[config.mk]
export PLATFORM = sky130hd
export DESIGN_NAME = uart_rx
export DESIGN_NICKNAME = d
export VERILOG_FILES = /design/src/rtl/uart_rx_pkg.sv /design/src/rtl/uart_rx_sync2.sv /design/src/rtl/uart_rx.sv
export SDC_FILE = /design/constraint.sdc
export NUM_CORES = 1
export LEC_CHECK = 0
export ABC_AREA = 1
export ABC_CLOCK_PERIOD_IN_PS = 1600
export CAP_MARGIN = 20
export CORE_MARGIN = 2
export CORE_UTILIZATION = 35
export DETAILED_ROUTE_END_ITERATION = 8
export PLACE_DENSITY = 0.57
export SYNTH_ARGS = -nofsm -noshare
export SYNTH_HDL_FRONTEND = slang
export SYNTH_SLANG_ARGS = --single-unit
[constraint.sdc]
create_clock -name CLK -period 1.6 [get_ports CLK]
set_input_delay 0.32 -clock CLK [delete_from_list [all_inputs] [get_ports CLK]]
set_output_delay 0.32 -clock CLK [all_outputs]
set_load 0.01 [all_outputs]
[src/rtl/uart_rx_pkg.sv]
// uart_rx_pkg: definitions shared by the UART receiver and the future
// transmitter.
//   - uart_state_t     : receiver FSM state encodings
//   - DATA_BITS/FRAME_BITS : 8N1 frame geometry
//   - DEFAULT_*        : default clock and baud rate
//   - clks_per_bit()   : integer clock cycles per bit time
package uart_rx_pkg;

  localparam int DATA_BITS           = 8;
  localparam int FRAME_BITS          = 10;
  localparam int DEFAULT_CLK_FREQ_HZ = 12_000_000;
  localparam int DEFAULT_BAUD_RATE   = 115_200;

  typedef enum logic [2:0] {
    ST_IDLE  = 3'd0,
    ST_START = 3'd1,
    ST_DATA  = 3'd2,
    ST_STOP  = 3'd3,
    ST_BREAK = 3'd4
  } uart_state_t;

  function automatic int clks_per_bit(input int clk_hz, input int baud);
    return clk_hz / baud;
  endfunction

endpackage

[src/rtl/uart_rx_sync2.sv]
// sync2: two-flop synchronizer for a single asynchronous input.
//   clk       : destination clock
//   rst_n     : asynchronous active-low reset
//   d         : asynchronous input
//   q         : synchronized output (two clk cycles of latency)
// RESET_VAL sets the value both flops take in reset, so an idle-high line
// does not look like an edge when reset is released.
module sync2 #(
  parameter logic RESET_VAL = 1'b1
) (
  input  logic clk,
  input  logic rst_n,
  input  logic d,
  output logic q
);

  logic meta_p0;

  always_ff @(posedge clk or negedge rst_n) begin
    if (!rst_n) begin
      meta_p0 <= RESET_VAL;
      q       <= RESET_VAL;
    end else begin
      meta_p0 <= d;
      q       <= meta_p0;
    end
  end

endmodule

[src/rtl/uart_rx.sv]
// uart_rx: 8N1 serial receiver with a one-byte valid/ready holding register.
//   CLK       : clock, all logic on the rising edge
//   RESET     : asynchronous active-low reset
//   RXD       : serial input, idle high, asynchronous to CLK
//   rx_data   : last accepted byte, stable while rx_valid is high
//   rx_valid  : a byte is waiting in the holding register
//   rx_ready  : consumer takes the byte when rx_valid & rx_ready
//   frame_err : one-cycle pulse in the cycle the stop bit samples low
//   overrun   : sticky, a good byte was dropped because the holder was full
//   err_clr   : clears overrun on the next edge (a simultaneous set wins)
//   busy      : receiver is not idle
module uart_rx
  import uart_rx_pkg::*;
#(
  parameter int CLK_FREQ_HZ = DEFAULT_CLK_FREQ_HZ,
  parameter int BAUD_RATE   = DEFAULT_BAUD_RATE
) (
  input  logic       CLK,
  input  logic       RESET,
  input  logic       RXD,
  output logic [7:0] rx_data,
  output logic       rx_valid,
  input  logic       rx_ready,
  output logic       frame_err,
  output logic       overrun,
  input  logic       err_clr,
  output logic       busy
);

  localparam int CLKS_PER_BIT = clks_per_bit(CLK_FREQ_HZ, BAUD_RATE);
  localparam int HALF         = CLKS_PER_BIT / 2;
  localparam int CNT_W        = $clog2(CLKS_PER_BIT);
  localparam int BIT_W        = $clog2(FRAME_BITS);

  // Counters run down to zero; zero marks the sample cycle.
  localparam logic [CNT_W-1:0] HALF_LOAD     = CNT_W'(HALF - 1);
  localparam logic [CNT_W-1:0] BIT_LOAD      = CNT_W'(CLKS_PER_BIT - 1);
  localparam logic [CNT_W-1:0] CNT_ONE       = CNT_W'(1);
  localparam logic [BIT_W-1:0] LAST_DATA_BIT = BIT_W'(DATA_BITS - 1);
  localparam logic [BIT_W-1:0] BIT_ONE       = BIT_W'(1);

  if (CLKS_PER_BIT < 4) begin : g_cfg_check
    $error("uart_rx: CLK_FREQ_HZ/BAUD_RATE must be at least 4");
  end

  logic                 rxd_s;
  uart_state_t          state, state_nxt;
  logic [CNT_W-1:0]     clk_cnt, clk_cnt_nxt;
  logic [BIT_W-1:0]     bit_cnt, bit_cnt_nxt;
  logic [DATA_BITS-1:0] shreg;
  logic                 sample;
  logic                 shift_en;
  logic                 good_stop;
  logic                 load_ok;
  logic                 drop;

  // Input synchronizer stage
  sync2 #(.RESET_VAL(1'b1)) u_sync (
    .clk   (CLK),
    .rst_n (RESET),
    .d     (RXD),
    .q     (rxd_s)
  );

  assign sample = (clk_cnt == '0);
  assign busy   = (state != ST_IDLE);

  // FSM next-state and strobes
  always_comb begin
    state_nxt   = state;
    clk_cnt_nxt = clk_cnt;
    bit_cnt_nxt = bit_cnt;
    shift_en    = 1'b0;
    good_stop   = 1'b0;
    frame_err   = 1'b0;
    case (state)
      ST_IDLE: begin
        if (!rxd_s) begin
          state_nxt   = ST_START;
          clk_cnt_nxt = HALF_LOAD;
        end
      end
      ST_START: begin
        if (sample) begin
          if (rxd_s) begin
            // Line went back high before mid-bit: treat as a glitch.
            state_nxt = ST_IDLE;
          end else begin
            state_nxt   = ST_DATA;
            bit_cnt_nxt = '0;
            clk_cnt_nxt = BIT_LOAD;
          end
        end else begin
          clk_cnt_nxt = clk_cnt - CNT_ONE;
        end
      end
      ST_DATA: begin
        if (sample) begin
          shift_en    = 1'b1;
          clk_cnt_nxt = BIT_LOAD;
          bit_cnt_nxt = bit_cnt + BIT_ONE;
          if (bit_cnt == LAST_DATA_BIT) begin
            state_nxt = ST_STOP;
          end
        end else begin
          clk_cnt_nxt = clk_cnt - CNT_ONE;
        end
      end
      ST_STOP: begin
        if (sample) begin
          bit_cnt_nxt = bit_cnt + BIT_ONE;
          if (rxd_s) begin
            good_stop = 1'b1;
            state_nxt = ST_IDLE;
          end else begin
            frame_err = 1'b1;
            state_nxt = ST_BREAK;
          end
        end else begin
          clk_cnt_nxt = clk_cnt - CNT_ONE;
        end
      end
      ST_BREAK: begin
        // Stay here while the line is held low so a break is not re-read
        // as a string of start bits.
        if (rxd_s) begin
          state_nxt = ST_IDLE;
        end
      end
      default: state_nxt = ST_IDLE;
    endcase
  end

  // FSM and counter registers
  always_ff @(posedge CLK or negedge RESET) begin
    if (!RESET) begin
      state   <= ST_IDLE;
      clk_cnt <= '0;
      bit_cnt <= '0;
    end else begin
      state   <= state_nxt;
      clk_cnt <= clk_cnt_nxt;
      bit_cnt <= bit_cnt_nxt;
    end
  end

  // Shift register: LSB arrives first, so shift right in at the top.
  always_ff @(posedge CLK) begin
    if (shift_en) begin
      shreg <= {rxd_s, shreg[DATA_BITS-1:1]};
    end
  end

  // Holding register stage
  assign load_ok = good_stop && (!rx_valid || rx_ready);
  assign drop    = good_stop && rx_valid && !rx_ready;

  always_ff @(posedge CLK or negedge RESET) begin
    if (!RESET) begin
      rx_data  <= '0;
      rx_valid <= 1'b0;
      overrun  <= 1'b0;
    end else begin
      if (load_ok) begin
        rx_data  <= shreg;
        rx_valid <= 1'b1;
      end else if (rx_valid && rx_ready) begin
        rx_valid <= 1'b0;
      end
      if (drop) begin
        overrun <= 1'b1;
      end else if (err_clr) begin
        overrun <= 1'b0;
      end
    end
  end

endmodule

Word level (Yosys, flattened, before mapping)
Cells that the tools add are included.
Storage, ports and cells
  register bits after elaboration: 34
  input bits: 5
  output and inout port bits: 12
  logic and storage cells: 75
Operators by class
  $add $sub $neg: 2
  equality and inequality tests: 15
  mux-type cells: 31
  reductions and logical operators: 18
Operator list (number)
  2-to-1 mux 7 bit: 5
  case mux 7 bit (4 select lines): 1
  2-to-1 mux 3 bit: 7
  case mux 3 bit (5 select lines): 1
  inequality test 2 bit, second input constant: 7
  2-to-1 mux 1 bit: 12
  2-to-1 mux 4 bit: 3
  case mux 4 bit (2 select lines): 1
  AND reduction 4 bit: 2
  zero test 7 bit: 1
  subtractor 7 x 1 -> 7 bit, second input constant: 1
  equality test 3 x 2 -> 1 bit, second input constant: 2
  AND reduction 6 bit: 1
  nonzero test 2 bit: 3
  adder 4 x 1 -> 4 bit, second input constant: 1
  equality test 4 x 3 -> 1 bit, second input constant: 1
  logical AND 1 bit: 4
  inequality test 2 x 1 -> 1 bit, second input constant: 2
  nonzero test 4 bit: 1
  equality test 3 x 1 -> 1 bit, second input constant: 1
  equality test 3 bit, second input constant: 1
  zero test 3 bit: 1
  inequality test 3 bit, second input constant: 1
  nonzero test 3 bit: 1
  4 further kinds: 5

Depth between registers and ports, before layout
Gate-level depths: netlist (run 1).
  word-level depth: 6
  depth in mapped cells: 10

By module
A second synthesis (run 1) with hierarchy kept.
Second synthesis, totals
  cell total of the unflattened synthesis: 194
  area, all modules: 1715.4 um^2
By module, submodules not included
  uart_rx: instances 1, cells an instance 192, area an instance 1662.8 um^2, sequential area each 840.8 um^2
  sync2: instances 1, cells an instance 2, area an instance 52.6 um^2, sequential area each 52.6 um^2

Worst setup path before layout (run 1)
Ideal clock, no wire load.
  path kind: register to register
  start: reg clk_cnt[0]
  end: reg shreg[0], enable pin
  library setup time: 0.370 ns
  data arrival time: 1.339 ns
  data required time: 1.230 ns
  path slack: -0.109 ns
  stages on the path, launching flop included: 7
  period minus slack after synthesis: 1.709 ns
  cell sequence: dfrtp_1 -> inv_1 -> ha_1 -> nand2_2 -> inv_1 -> nand3_4 -> nor2_1
On the way
  longest elaborated chain between the ends: 3
Ends and longest elaborated chain
  start, declared: RTL line uart_rx.sv:48  | logic [CNT_W-1:0] clk_cnt, clk_cnt_nxt;
  start signal, assigned: RTL line uart_rx.sv:142  | clk_cnt <= clk_cnt_nxt;
  zero test 7 bit: RTL line uart_rx.sv:65  | assign sample = (clk_cnt == '0);
  2-to-1 mux 1 bit: RTL line uart_rx.sv:98  | if (sample) begin
  2-to-1 mux 1 bit: RTL line uart_rx.sv:76  | case (state)
  via shift_en: RTL line uart_rx.sv:52  | logic shift_en;
  end signal, assigned: RTL line uart_rx.sv:150  | shreg <= {rxd_s, shreg[DATA_BITS-1:1]};
  end, declared: RTL line uart_rx.sv:50  | logic [DATA_BITS-1:0] shreg;
The timed path passes the listed nets, and every way through them passes these cells.
A chain may end at the register's enable or synchronous reset.

Final worst setup path (run 1)
  start: reg clk_cnt[0]
  end: out frame_err
On the way
  longest elaborated chain between the ends: 3
Ends and longest elaborated chain
  zero test 7 bit: RTL line uart_rx.sv:65
  2-to-1 mux 1 bit: RTL line uart_rx.sv:110  | if (sample) begin
  2-to-1 mux 1 bit: RTL line uart_rx.sv:76
  end, declared: RTL line uart_rx.sv:24  | output logic frame_err,
No other way between the ends.

==> impl_metrics.tcl, run 1 <==
set metrics [dict create \
    rr_worst_depth 9 \
    slew_viol_final 0 \
    clk_latency_ns 0.29 \
    antennaDiodeCount 0 \
    endpoint_kind "output pin" \
    status "finished with violations" \
    critPathLaunchType "flop" \
    tightest_slew_ns 0.3458 \
    synthFlopType "dfrtp_1" \
    h-tree-depth 2 \
    timing.fmax_mhz 610.9 \
    grt_pass1_vias 1233 \
    drt_iter0_markers 72 \
    cts_hold_buf 0 \
    drc 0 \
    grt_overflow 0 \
    grt_max_degree 27 \
    synth_edf_count 8 \
    rsz0062_at_grt "true" \
    drive_above_1_share_pct 35.29 \
    synth_area_per_cell_um2 9.088 \
    leakage_nw 1.091 \
    cts_buffers 5 \
    fin_nets 245 \
    worstPathMaxFanout 2 \
    die_h_um 74.24 \
    arrival_ns 1.32 \
    clock_path_buffers 2 \
    initial_utilization_pct 36.32 \
    criticalPathCategory "flop to output pin" \
    min_path_cells 0 \
    crit_required_ns 1.28 \
    yosys_warnings 0 \
    synthTopCellsByArea "dfrtp_1 35%, edfxtp_1 14%, nand2_1 12%" \
    worstReg2RegEnd "rx_data[3]" \
    area_growth_syn_to_layout_pct 35.22 \
    yosysTopAreaCellShare_pct 34.78 \
    antenna_found_initial 0 \
    synth.most_common_cell "nand2_1" \
    syn_inst 190 \
    power_mw 1.599 \
    ys_types 29 \
    core_area_um2 4755 \
    r2r-start "clk_cnt[0]" \
    setup_violations 1 \
    ys_seq_area_share_pct 51.74 \
    power.density_nw_per_um2 685.1 \
    design.die.area_um2 5511 \
    failed_checks "setup timing" \
    cts_root_buffer "clkbuf_8" \
    synth_seq_cells 34 \
    whs_endpoint "u_sync.q" \
    max_cap_violations 0 \
    portBuffers 16 \
    routed_via_density 4.466 \
    die_width_um 74.24 \
    dr.pass1.iters 4 \
    yosys.area.top_type "dfrtp_1" \
    tritoncts "yes" \
    vias 1362 \
    syn_nets 198 \
    path_clk_slew_ns 0.07 \
    hp-class "flop to flop" \
    design.portCount 17 \
    track_usage_pct 14.27 \
    dp.cells 295 \
    hpwl_mm 2.449 \
    worst_ir_drop_vdd_mv 0.3923 \
    layout.cells.non_filler 305 \
    fin_ws_ns -0.03700 \
    synth_async_sr_flop_share_pct 76.47 \
    routedWlPerCell_um 11.52 \
    grt_pass1_wl_mm 5.844 \
    finalWirelength_mm 3.514 \
    post-route-min-period_ns 1.637 \
    synthTopCellsByCount "56 x nand2_1, 24 x dfrtp_1, 20 x inv_1" \
    place_congestion 0.8668 \
    skew_ns 0.004605 \
    rows 25 \
    period_share_pct 102.3 \
    cts.sinks 34 \
    final_core_util_pct 49.11 \
    reg2reg_slack_ns 0.03 \
    ant_nets 0 \
    slew_headroom_pct 76.95 \
    min-delay-start "u_sync.meta_p0" \
    netlist_area_um2 1727 \
    hold_violations 0 \
]
[critical path, stage by stage, from the launching register on]
cell	delay (ns)
dfrtp_1	0.39
inv_2	0.08
ha_4	0.14
nand2_4	0.06
nor2_8	0.09
nand2_2	0.06
nor2_2	0.08
buf_2	0.13
[cells by family after synthesis]
group / count (synthesis) / synth area share [%]
simple gates: 96 / 28.04
flops: 34 / 51.74
compound gates: 27 / 10.15
buf+inv: 27 / 6.376
xor+xnor: 3 / 1.522
fa+ha+maj: 3 / 2.174
[flip-flops by register name (all words and copies together), names as in the netlist]
| register | cells |
|---|---|
| rx_data | 8 |
| bit_cnt | 4 |
| shreg | 8 |
| rx_valid | 1 |
| overrun | 1 |
| state | 3 |
| clk_cnt | 7 |
| u_sync.meta_p0 | 1 |
| u_sync.q | 1 |
[cell type report]
type | instances | area [um2]
fill | 469 | 2420
sequential | 34 | 893.4
clock buffer | 6 | 82.58
multi-input combinational | 130 | 808.3
timing repair buffer | 41 | 360.3
tap | 67 | 83.83
clock inverter | 2 | 12.51
inverter | 25 | 93.84
[cells in the final DEF (no fill, tap or decap), types with 2 or more instances in the layout]
cell type,n
a21oi_1,8
buf_4,23
clkbuf_8,6
clkdlybuf4s50_1,14
dfrtp_1,24
dfstp_2,2
edfxtp_1,8
ha_1,2
inv_1,18
inv_2,7
nand2_1,46
nand2_2,14
nand2_4,3
nand3_1,8
nand3_4,3
nand4_1,3
nor2_1,9
nor2_2,3
nor2_4,5
o21ai_0,3
o21ai_1,4
o21ai_2,8
xor2_1,2
[stage by stage]
step           setup slack, ns  TNS [ns]  cell area [um2]  hold WS (ns)
6_report              -0.03700  -0.03700             2335        0.3569
3_5_place_dp           -0.2456   -0.3355             2150        0.3469
2_1_floorplan          0.04313         0             1729       0.02441
5_1_grt                -0.1383   -0.5527             2335        0.3622
3_3_place_gp           -0.2181   -0.2181             2150        0.3454
4_1_cts                -0.1331   -0.1331             2276        0.3575
[how the worst max path moves through the flow]
stage | from | end | slack, ns
CTS | clk_cnt[0] | frame_err | -0.13
detailed placement | clk_cnt[1] | frame_err | -0.25
finish | clk_cnt[0] | frame_err | -0.04
global route | clk_cnt[0] | frame_err | -0.14
global placement | clk_cnt[0] | frame_err | -0.22
floorplan | clk_cnt[0] | shreg[0] | 0.04
[metal layers]
metal  GRT usage, %  up-vias  wire, um
met5              0        -         0
met4          5.556        0        64
met3          3.659        5       130
met2          21.73       23      1597
met1          19.64      625      1721
li1               -      709         -
[power by group]
part	switching [mW]	internal, mW	leakage (nW)
registers	0.00288	0.889	0.413
clock network	0.328	0.346	0.0472
logic	0.0209	0.0130	0.631
[timing repair]
| action | 4_1_cts | 5_1_grt |
|---|---|---|
| endpoints found under the setup margin | 11 | 17 |
| cloned | 1 | 0 |
| pin swaps | 6 | 4 |
| buffers inserted | 0 | 1 |
| resized for setup | 14 | 16 |
No activity file was read; power rests on OpenSTA's default activity.
==> inputs of run 2 (changes only) <==
Settings changed: DONT_BUFFER_PORTS from default to 1, PLACE_DENSITY 0.57 to 0.53, SETUP_SLACK_MARGIN from default to 0.5.
==> run 2 against run 1 <==
Effect of this change: the run now ends clean; clock power rose by 18%; design area fell by 1.6%; sequential power hardly changed; global-route usage rose by 0.93 points; clock-buffer cell count fell by 1; die area did not move; wire length grew 9.0%; register-to-register slack improved by 0.07 ns; critical path type unchanged; critical endpoint unchanged.
==> impl_metrics.tcl, run 2 (synthesis results as in run 1) <==
set metrics [dict create \
    min_path_cells 0 \
    wl_met3_um 155 \
    dr.pass1.iters 4 \
    h-tree-depth 2 \
    final_common_cell "nand2_1" \
    area_growth_syn_to_layout_pct 33.12 \
    tightest_slew_ns 0.3658 \
    fin_nets 231 \
    fin_hold_ws_ns 0.03392 \
    post-route-min-period_ns 1.550 \
    path_clk_slew_ns 0.08 \
    power.density_nw_per_um2 750.6 \
    slew_viol_final 0 \
    drt_iter0_markers 47 \
    design.die.area_um2 5511 \
    critPathLaunchType "flop" \
    hold_violations 0 \
    top_layer "met4" \
    rr_worst_depth 7 \
    cts_root_buffer "clkbuf_8" \
    status "completed" \
    routed_via_density 4.790 \
    reg.largest.list "rx_data (8), shreg (8), clk_cnt (7)" \
    worstPathMaxFanout 5 \
    setup_violations 0 \
    drive_above_1_share_pct 42.41 \
    ant_nets 0 \
    core_area_um2 4755 \
    cts_buffers 5 \
    power_mw 1.725 \
    drt-met1-wl_mm 1.713 \
    layout_common_cells "41 x nand2_1, 23 x dfrtp_1, 22 x buf_4" \
    endpoint_kind "output pin" \
    die_h_um 74.24 \
    skew_ns 0.007270 \
    track_usage_pct 15.20 \
    vias 1394 \
    layout.cells.non_filler 291 \
    seq_area_um2 898.4 \
    dp.cells 260 \
    worst_ir_drop_vdd_mv 0.5337 \
    initial_utilization_pct 36.32 \
    max_cap_violations 0 \
    crit_required_ns 1.28 \
    antenna_found_initial 0 \
    die_width_um 74.24 \
    leakage_nw 1.062 \
    finalWirelength_mm 3.829 \
    portBuffers 0 \
    hp-class "input port to flop" \
    fillers 462 \
    cts.sinks 34 \
    multiInputGateArea_um2 879.6 \
    final_core_util_pct 48.34 \
    antennaDiodeCount 0 \
    grt_pass1_vias 1404 \
    rsz0062_at_grt "true" \
    placed_area_um2 1868 \
    rows 25 \
    hpwl_mm 2.483 \
    clock_path_buffers 2 \
    place_ws_ns 0.009357 \
    grt_pass1_wl_mm 6.375 \
    fin_setup_tns_ns 0 \
    fin_ws_ns 0.04987 \
    grt_max_degree 27 \
    tritoncts "yes" \
    design.portCount 17 \
    drc 0 \
    route.met2.wl_mm 1.927 \
    final_area_um2 2298 \
    arrival_ns 1.23 \
    place_congestion 0.8126 \
    criticalPathCategory "flop to output pin" \
    period_share_pct 96.88 \
    clk_latency_ns 0.28 \
    grt_overflow 0 \
    slew_headroom_pct 75.40 \
    timing.fmax_mhz 645.1 \
    routedWlPerCell_um 13.16 \
]
## run 2: repair_timing
item                       CTS  global route
pin swaps                   10             7
buffers inserted            18             2
hold buffers                 2             0
gates resized for setup     23            11
gates cloned                 1             0
setup endpoints to repair   34            34
hold endpoints to repair    26             0
## run 2: layout make-up
class	count	share of cell area, %
Sequential cell	34	39.09
Multi-Input combinational cell	130	38.27
Timing Repair Buffer	27	9.962
Inverter	25	4.083
Tap cell	67	3.647
Clock buffer	5	2.994
Clock inverter	3	1.960
## run 2: final timing paths
kind / from / end / slack, ns
min reg2reg: u_sync.meta_p0 / u_sync.q / 0.36
min: RXD / u_sync.meta_p0 / 0.03
max: state[0] / frame_err / 0.05
min in group asynchronous: RESET / clk_cnt[6] / 0.49
max in group asynchronous: RESET / u_sync.meta_p0 / 0.88
max reg2reg: state[0] / rx_data[5] / 0.10
## run 2: critical path: stages, from the launching register on
cell,delay (ns)
dfrtp_1,0.47
nand2_1,0.13
nor2_4,0.17
nand2_4,0.08
nor2_4,0.10
## run 2: where the power goes
group / internal, mW / switching [mW]
combinational: 0.0131 / 0.0232
clock: 0.463 / 0.332
sequential: 0.889 / 0.00437
total: 1.37 / 0.359
## run 2: per-layer routing
layer / GRT usage (%) / vias up
li1: - / 674
met3: 3.794 / 6
met2: 26.49 / 28
met1: 18.82 / 686
met4: 4.167 / 0
met5: 0 / -
==> inputs of run 3 (changes only) <==
Settings changed: CORE_MARGIN 2 to 1.5, CTS_BUF_LIST from default to sky130_fd_sc_hd__clkbuf_16, SYNTH_HIERARCHICAL from default to 1.
==> run 3 against run 2 <==
Effect of this change: maximum frequency decreased by 8.2%; register-to-register slack lost 0.13 ns; synthesized area is 0.65% lower; critical path depth up 3; critical endpoint unchanged; the run now ends with setup timing left; power is 27% higher; clock skew decreased by 0.0030 ns; highest routed layer unchanged; setup slack worse by 0.14 ns; synthesized cell count grew 2.1%; non-clock buffer count fell by 4; design area grew 2.3%.
==> impl_metrics.tcl, run 3 <==
set metrics [dict create \
    ys_types 24 \
    status "finished with violations" \
    synth_async_sr_flop_share_pct 76.47 \
    tightest_slew_ns 0.3106 \
    hp-class "input port to flop" \
    min-delay-start "RXD" \
    antenna_found_initial 0 \
    post-route-min-period_ns 1.689 \
    placed_area_um2 1911 \
    drt_iter0_markers 62 \
    tritoncts "yes" \
    synth_area_per_cell_um2 8.842 \
    core_area_um2 4723 \
    rows 25 \
    worstReg2RegEnd "rx_data[5]" \
    r2r-start "clk_cnt[1]" \
    vias 1343 \
    routedWlPerCell_um 12.46 \
    crit_required_ns 1.28 \
    cts_buffers 5 \
    slew_viol_final 0 \
    hold_violations 0 \
    reg.largest.list "rx_data (8), shreg (8), clk_cnt (7)" \
    antennaDiodeCount 0 \
    design.die.area_um2 5330 \
    skew_ns 0.004302 \
    drc 0 \
    place_congestion 0.8085 \
    portBuffers 0 \
    worst_ir_drop_vdd_mv 0.6365 \
    fin_ws_ns -0.08938 \
    grt_pass1_vias 1289 \
    layout.cells.non_filler 292 \
    layout_common_cells "46 x nand2_1, 21 x inv_1, 21 x dfrtp_1" \
    design.portCount 17 \
    criticalPathCategory "flop to output pin" \
    setup_violations 20 \
    ant_nets 0 \
    use_met3_pct 4.006 \
    yosys_warnings 6 \
    synth_seq_cells 34 \
    path_clk_slew_ns 0.06 \
    grt_pass1_wl_mm 6.161 \
    synth_edf_count 8 \
    synthTopCellsByCount "58 x nand2_1, 24 x dfrtp_1, 24 x inv_1" \
    cts.sinks 34 \
    syn_nets 202 \
    track_usage_pct 15.33 \
    synthFlopType "dfrtp_1" \
    synth.most_common_cell "nand2_1" \
    cts_root_buffer "clkbuf_16" \
    grt_overflow 0 \
    grt-busiest-layer "met2" \
    critPathLaunchType "flop" \
    yosysTopAreaCellShare_pct 35.01 \
    final_core_util_pct 49.77 \
    ys_seq_area_share_pct 52.08 \
    power.density_nw_per_um2 929.6 \
    area_growth_syn_to_layout_pct 37.05 \
    h-tree-depth 2 \
    fillers 437 \
    worstPathMaxFanout 2 \
    period_share_pct 105.6 \
    rr_worst_depth 10 \
    die_h_um 73.01 \
    final_area_um2 2351 \
    fin_nets 232 \
    hpwl_mm 2.515 \
    dp.cells 271 \
    slew_headroom_pct 79.08 \
    rsz0062_at_grt "true" \
    min_path_cells 0 \
    timing.fmax_mhz 591.9 \
    synthTopCellsByArea "dfrtp_1 35%, edfxtp_1 14%, nand2_1 13%" \
    place_ws_ns -0.005261 \
    grt_max_degree 27 \
    routed_via_density 4.599 \
    endpoint_kind "output pin" \
    clk_latency_ns 0.28 \
    netlist_area_um2 1715 \
    finalWirelength_mm 3.638 \
    initial_utilization_pct 36.32 \
    whs_endpoint "u_sync/meta_p0" \
    gr-usage-met1_pct 19.43 \
    die_width_um 73.01 \
    syn_inst 194 \
    clock_path_buffers 2 \
    max_cap_violations 0 \
    arrival_ns 1.37 \
    dr.pass1.iters 4 \
    failed_checks "setup timing" \
    leakage_nw 1.092 \
    yosys.area.top_type "dfrtp_1" \
    drive_above_1_share_pct 38.22 \
    reg2reg_slack_ns -0.03 \
    final_common_cell "nand2_1" \
    met2_usage_pct 25.05 \
]
## run 3: cell types whose count changed after synthesis, moves of 2 or more
cell,change
nand2_4,-2
nand2_2,-2
nand2_1,+2
nand3_1,+7
nor2_2,+2
o21ai_1,-3
a21oi_1,-4
inv_2,-4
inv_1,+4
o21ai_0,+3
## run 3: layout make-up
cell class	instances	area [um2]	area share [%]
clock buffers	5	125.1	5.322
repair buffers	23	219.0	9.313
well taps	67	83.83	3.566
inverters	25	93.84	3.991
multi-input cells	135	863.3	36.72
clock inverters	3	68.82	2.927
flip-flops and latches	34	897.1	38.16
## run 3: critical path: stages (launching register included)
cell and delay, ns:
dfrtp_1 0.38, inv_2 0.08, ha_4 0.13, inv_2 0.04
nor2_4 0.07, buf_4 0.10, nand4_1 0.11, nor2_2 0.17
## run 3: where the power goes
part	total, mW	leakage [nW]	internal [mW]	switching (mW)
logic	0.0259	0.588	0.00780	0.0181
registers	0.896	0.410	0.890	0.00560
clock network	1.26	0.0940	0.894	0.369
total	2.19	1.09	1.79	0.393
## run 3: what timing repair did
| action | CTS | global route |
|---|---|---|
| setup endpoints to repair | 34 | 34 |
| buffers inserted | 5 | 5 |
| cloned | 1 | 0 |
| hold endpoints to repair | 26 | 0 |
| pin swaps | 10 | 5 |
| hold buffers | 2 | 0 |
| gates resized for setup | 31 | 9 |
## run 3: how the worst max path moves through the flow
| stage | cells past startpoint | startpoint | endpoint | slack (ns) |
|---|---|---|---|---|
| final | 7 | clk_cnt[1] | frame_err | -0.09 |
| after floorplan | 10 | clk_cnt[0] | rx_data[5] | 0.05 |
| after detailed placement | 9 | clk_cnt[1] | rx_data[1] | -0.005 |
| after global placement | 9 | clk_cnt[1] | rx_data[7] | 0.005 |
| after CTS | 7 | clk_cnt[1] | frame_err | -0.10 |
| after global routing | 7 | clk_cnt[1] | frame_err | -0.16 |
## run 3: cell families (layout without fill, tap and decap cells)
logic type,Yosys count,in the layout,share of synthesized area [%]
AOI/OAI and AO/OA,23,23,8.972
xor gates and xnor gates,3,3,1.532
adders and majority gates,3,3,2.188
buffers and inverters,26,56,6.127
DFF,34,34,52.08
and+or+nand+nor,105,106,29.10
## run 3: through the flow
step	hold WS (ns)	total power, mW	TNS [ns]
3_3_place_gp	0.02515	0.9151	0
4_1_cts	0.03121	2.218	-0.4729
5_1_grt	0.02804	2.246	-2.629
3_5_place_dp	0.02521	0.9152	-0.01857
2_1_floorplan	0.02441	0.9130	0
6_report	0.03680	2.186	-0.2803
## run 3: metal layers
metal	share of wire [%]	wire length (um)	up-vias
li1	-	-	691
met1	48	1757	627
met2	47	1720	19
met3	2.7	100	6
met4	1.6	59	0
met5	0	0	-
